## src/rtl/pwm_bank.sv

```systemverilog
// pwm_bank: multi-channel PWM generator programmed through byte-wide register writes.
// Duty and period writes land in shadow registers and are committed at period wrap.
module pwm_bank #(
  parameter int NUM_CH = 16
) (
  input  logic              clk,
  input  logic              rst,
  input  logic              wr_en,
  input  logic [6:0]        wr_addr,
  input  logic [7:0]        wr_data,
  output logic [NUM_CH-1:0] out,
  output logic              period_start
);

  logic [NUM_CH-1:0] out_en_q, out_en_d;
  logic [NUM_CH-1:0] pwm_en_q, pwm_en_d;
  logic [NUM_CH-1:0] pol_q, pol_d;
  logic [NUM_CH-1:0] out_q, out_d;
  logic [7:0]        prescale_q, prescale_d;
  logic [7:0]        top_sh_q, top_sh_d;
  logic [7:0]        top_act_q, top_act_d;
  logic [7:0]        pre_cnt_q, pre_cnt_d;
  logic [7:0]        cnt_q, cnt_d;
  logic [7:0]        duty_sh_q [NUM_CH];
  logic [7:0]        duty_sh_d [NUM_CH];
  logic [7:0]        duty_act_q [NUM_CH];
  logic [7:0]        duty_act_d [NUM_CH];
  logic              wrap_q, wrap_d;
  logic              period_start_q, period_start_d;
  logic              tick;
  logic              wrap;
  logic              raw_bit;

  always_comb begin
    tick      = (pre_cnt_q >= prescale_q);
    wrap      = tick && (cnt_q == top_act_q);
    pre_cnt_d = tick ? 8'd0 : pre_cnt_q + 8'd1;

    cnt_d = cnt_q;
    if (wrap) begin
      cnt_d = 8'd0;
    end else if (tick) begin
      cnt_d = cnt_q + 8'd1;
    end

    // Commit uses the shadow value from before any write landing in this same cycle.
    wrap_d         = wrap;
    period_start_d = wrap_q;
    top_act_d      = wrap ? top_sh_q : top_act_q;
    duty_act_d     = duty_act_q;
    if (wrap) begin
      duty_act_d = duty_sh_q;
    end

    prescale_d = prescale_q;
    top_sh_d   = top_sh_q;
    out_en_d   = out_en_q;
    pwm_en_d   = pwm_en_q;
    pol_d      = pol_q;
    duty_sh_d  = duty_sh_q;
    if (wr_en && wr_addr == 7'h0C) begin
      prescale_d = wr_data;
    end
    if (wr_en && wr_addr == 7'h0D) begin
      top_sh_d = wr_data;
    end

    raw_bit = 1'b0;
    out_d   = '0;
    for (int c = 0; c < NUM_CH; c++) begin
      if (wr_en && wr_addr == 7'(c / 8)) begin
        out_en_d[c] = wr_data[3'(c % 8)];
      end
      if (wr_en && wr_addr == 7'(4 + c / 8)) begin
        pwm_en_d[c] = wr_data[3'(c % 8)];
      end
      if (wr_en && wr_addr == 7'(8 + c / 8)) begin
        pol_d[c] = wr_data[3'(c % 8)];
      end
      if (wr_en && wr_addr == 7'(64 + c)) begin
        duty_sh_d[c] = wr_data;
      end

      raw_bit = (duty_act_q[c] == 8'hFF) || (cnt_q < duty_act_q[c]);
      if (!out_en_q[c]) begin
        out_d[c] = 1'b0;
      end else if (!pwm_en_q[c]) begin
        out_d[c] = ~pol_q[c];
      end else begin
        out_d[c] = raw_bit ^ pol_q[c];
      end
    end
  end

  always_ff @(posedge clk) begin
    if (rst) begin
      out_en_q       <= '0;
      pwm_en_q       <= '0;
      pol_q          <= '0;
      out_q          <= '0;
      prescale_q     <= 8'd0;
      top_sh_q       <= 8'hFF;
      top_act_q      <= 8'hFF;
      pre_cnt_q      <= 8'd0;
      cnt_q          <= 8'd0;
      wrap_q         <= 1'b0;
      period_start_q <= 1'b0;
      for (int c = 0; c < NUM_CH; c++) begin
        duty_sh_q[c]  <= 8'd0;
        duty_act_q[c] <= 8'd0;
      end
    end else begin
      out_en_q       <= out_en_d;
      pwm_en_q       <= pwm_en_d;
      pol_q          <= pol_d;
      out_q          <= out_d;
      prescale_q     <= prescale_d;
      top_sh_q       <= top_sh_d;
      top_act_q      <= top_act_d;
      pre_cnt_q      <= pre_cnt_d;
      cnt_q          <= cnt_d;
      wrap_q         <= wrap_d;
      period_start_q <= period_start_d;
      duty_sh_q      <= duty_sh_d;
      duty_act_q     <= duty_act_d;
    end
  end

  assign out          = out_q;
  assign period_start = period_start_q;

endmodule
```

## config.mk

```make
export PLATFORM = sky130hd
export DESIGN_NAME = pwm_bank
export DESIGN_NICKNAME = d
export VERILOG_FILES = /design/src/rtl/pwm_bank.sv
export SDC_FILE = /design/constraint.sdc
export NUM_CORES = 1
export LEC_CHECK = 0
export CAP_MARGIN = 10
export CORE_ASPECT_RATIO = 0.9
export CORE_MARGIN = 3
export CORE_UTILIZATION = 60
export CTS_BUF_LIST = sky130_fd_sc_hd__clkbuf_4
export DETAILED_ROUTE_END_ITERATION = 10
export PLACE_DENSITY = 0.9
export SLEW_MARGIN = 20
export SYNTH_ARGS = -nofsm -noshare
export SYNTH_HDL_FRONTEND = slang
export SYNTH_SLANG_ARGS = --single-unit
```

## constraint.sdc

```tcl
create_clock -name clk -period 4.65 [get_ports clk]
set_input_delay 0.93 -clock clk [delete_from_list [all_inputs] [get_ports clk]]
set_output_delay 0.93 -clock clk [all_outputs]
set_load 0.005 [all_outputs]
```

==> impl_metrics.json <==
{
  "hold_path_class": "reg2reg",
  "synth_area_leaders": "dfxtp_1 42%, ha_1 8.6%, a21oi_1 8.0%",
  "initial_core_util_pct": 61.7,
  "grt_pass1_vias": 8035,
  "slowest_stage": "dfxtp_1",
  "cp.arrival_ns": 3.77,
  "period_needed_ns": 3.19,
  "synthDistinctLibCells": 43,
  "fin_crit_sh_pct": 68.6,
  "setup_viol": 0,
  "syn_to_final_growth_pct": 8.16,
  "grt_pass1_wl_um": 38900,
  "stdcell_area_um2": 10300,
  "grt_max_degree": 100,
  "io-pin-count": 35,
  "cts_hold_buf": 0,
  "slew_viol_final": 0,
  "gp_congestion": 0.863,
  "cp.required_ns": 5.23,
  "dp_cells": 1322,
  "placed_cell_area_um2": 9790,
  "ir_drop_mv": 0.210,
  "cp_max_fo": 44,
  "drv_cap": 0,
  "maxSlewHeadroom_pct": 29.1,
  "avgSynthCellArea_um2": 8.25,
  "layout_setup_ws_ns": 1.46,
  "finalWirelength_um": 24200,
  "die_area_um2": 17500,
  "finalHoldViolCount": 0,
  "cts_tree": "yes",
  "clkTransAtPathRegs_ns": 0.06,
  "fmax_mhz": 313,
  "grt_overflow": 0,
  "synthArstFlopShare_pct": 0,
  "antenna_found_initial": 0,
  "diodes": 0,
  "drt-vias-per-instance": 6.05,
  "core_area_um2": 15500,
  "power_leakage_nw": 3.85,
  "clock_latency_ns": 0.66,
  "ys_top_cells_by_count": "202 x dfxtp_1, 152 x a21oi_1, 145 x nand3_1",
  "synth-edff-count": 0,
  "yosysTopAreaCell": "dfxtp_1",
  "crit_path_end_kind": "flip-flop",
  "grt.total_usage_pct": 27.0,
  "cts_root_buffer": "clkbuf_4",
  "tightest_slew_ns": 1.06,
  "critPathKind": "reg2reg",
  "synth-main-ff-cell": "dfxtp_1",
  "layout-drive-gt1-share_pct": 8.32,
  "clock-sinks": 202,
  "whs_ns": 0.455,
  "drc_errors": 0,
  "h-tree-depth": 2,
  "startpoint_type": "flip-flop",
  "grt_setup_unrepaired": "false",
  "syn_area_um2": 9570,
  "die_h_um": 126,
  "status": "completed",
  "power_density_nw_per_um2": 315,
  "cts_setup_buffers": 0,
  "drtPass1Iterations": 6,
  "fin_skew_ns": 0.0473,
  "ant_nets": 0,
  "post_drt_wl_per_cell_um": 17.2,
  "dieWidth_um": 139,
  "cpPeakStageDelay_ns": 0.87,
  "hpwl_um": 15100,
  "post-place-ws_ns": 1.36,
  "nets": 1256,
  "synth-seq-cells": 202,
  "vias": 8500,
  "ys_seq_area_share_pct": 42.3,
  "post_cts_resized": 0,
  "instances_no_fill": 1404,
  "syn_inst": 1159,
  "fin_tns_setup_ns": 0,
  "cts_buffers": 50,
  "clk_path_buf_depth": 3,
  "yosysWarnings": 0,
  "final_core_util_pct": 66.8,
  "rows": 43,
  "power_mw": 3.26,
  "netlist.area_leader.share_pct": 42.3,
  "worstPathCellList": "xor2_1 > nor4_2 > and2_2 > buf_4 > nand3_1 > a21oi_1",
  "yosysMostFrequentCell": "dfxtp_1",
  "port_buffers": 26,
  "drt-initial-drc-count": 824
}
cell type report:
type                            count  area [µm²]
Clock buffer                       66         495
Timing Repair Buffer               45         400
Fill cell                        1269        5150
Sequential cell                   202        4040
Clock inverter                     16        62.6
Multi-Input combinational cell    807        4840
Inverter                           66         248
Tap cell                          202         253
layer usage:
metal	wire length, µm	vias up	share of wire, %	track usage [%]
met2	11000	382	46	42.2
li1	-	4060	-	-
met3	2160	76	8.9	6.64
met5	0	-	0	0
met1	10100	3982	42	35.3
met4	912	0	3.8	12.7
state kept, by name, indices dropped and copies added, names as in the netlist:
| register | flops |
|---|---|
| duty_act_q | 64 |
| duty_sh_q | 64 |
| cnt_q | 8 |
| out | 8 |
| out_en_q | 8 |
| pol_q | 8 |
| pre_cnt_q | 8 |
| prescale_q | 8 |
| pwm_en_q | 8 |
| top_act_q | 8 |
| top_sh_q | 8 |
| period_start | 1 |
| period_start_d | 1 |
worst paths after layout:
check                                     from         endpoint  slack, ns  cells past startpoint
worst max-delay path                  cnt_q[4]  duty_act_q[114]       1.46                      6
worst min-delay path            period_start_d     period_start       0.46                      1
worst max register to register        cnt_q[4]  duty_act_q[114]       1.46                      6
worst min register to register  period_start_d     period_start       0.46                      1
kinds of logic (layout without fill, tap and decap cells):
kind of cell | count (synthesis) | count (layout) | share of synthesized area (%)
and+or+nand+nor | 390 | 390 | 19.9
AOI/OAI and AO/OA | 280 | 280 | 15.3
DFF | 202 | 202 | 42.3
buffers and inverters | 157 | 193 | 7.40
adders and majority gates | 66 | 66 | 8.63
muxes | 49 | 49 | 5.13
xor gates and xnor gates | 14 | 14 | 1.28
other | 1 | 8 | 0.0392
critical path, delay by kind of cell (launching register included):
| family | cells | cell delay (ns) |
|---|---|---|
| buf+inv | 1 | 0.53 |
| xor+xnor | 1 | 0.16 |
| compound gates | 1 | 0.19 |
| flops | 1 | 0.87 |
| simple gates | 3 | 1.34 |
report_power, final:
part           switching, mW  internal [mW]
registers             0.0137           1.73
logic                  0.112         0.0503
clock network          0.692          0.655
cells in the final DEF, fill, tap and decap left out, drive strengths merged, types with 20 or more instances in the layout:
cell type and count:
mux2i 49, ha 66, nor2 59, nand3 147, nand2 106, clkbuf 66, dfxtp 202, a21oi 153
o21ai 111, inv 67, buf 20, clkdlybuf4s50 25
Power figures use the tool's default switching activity.
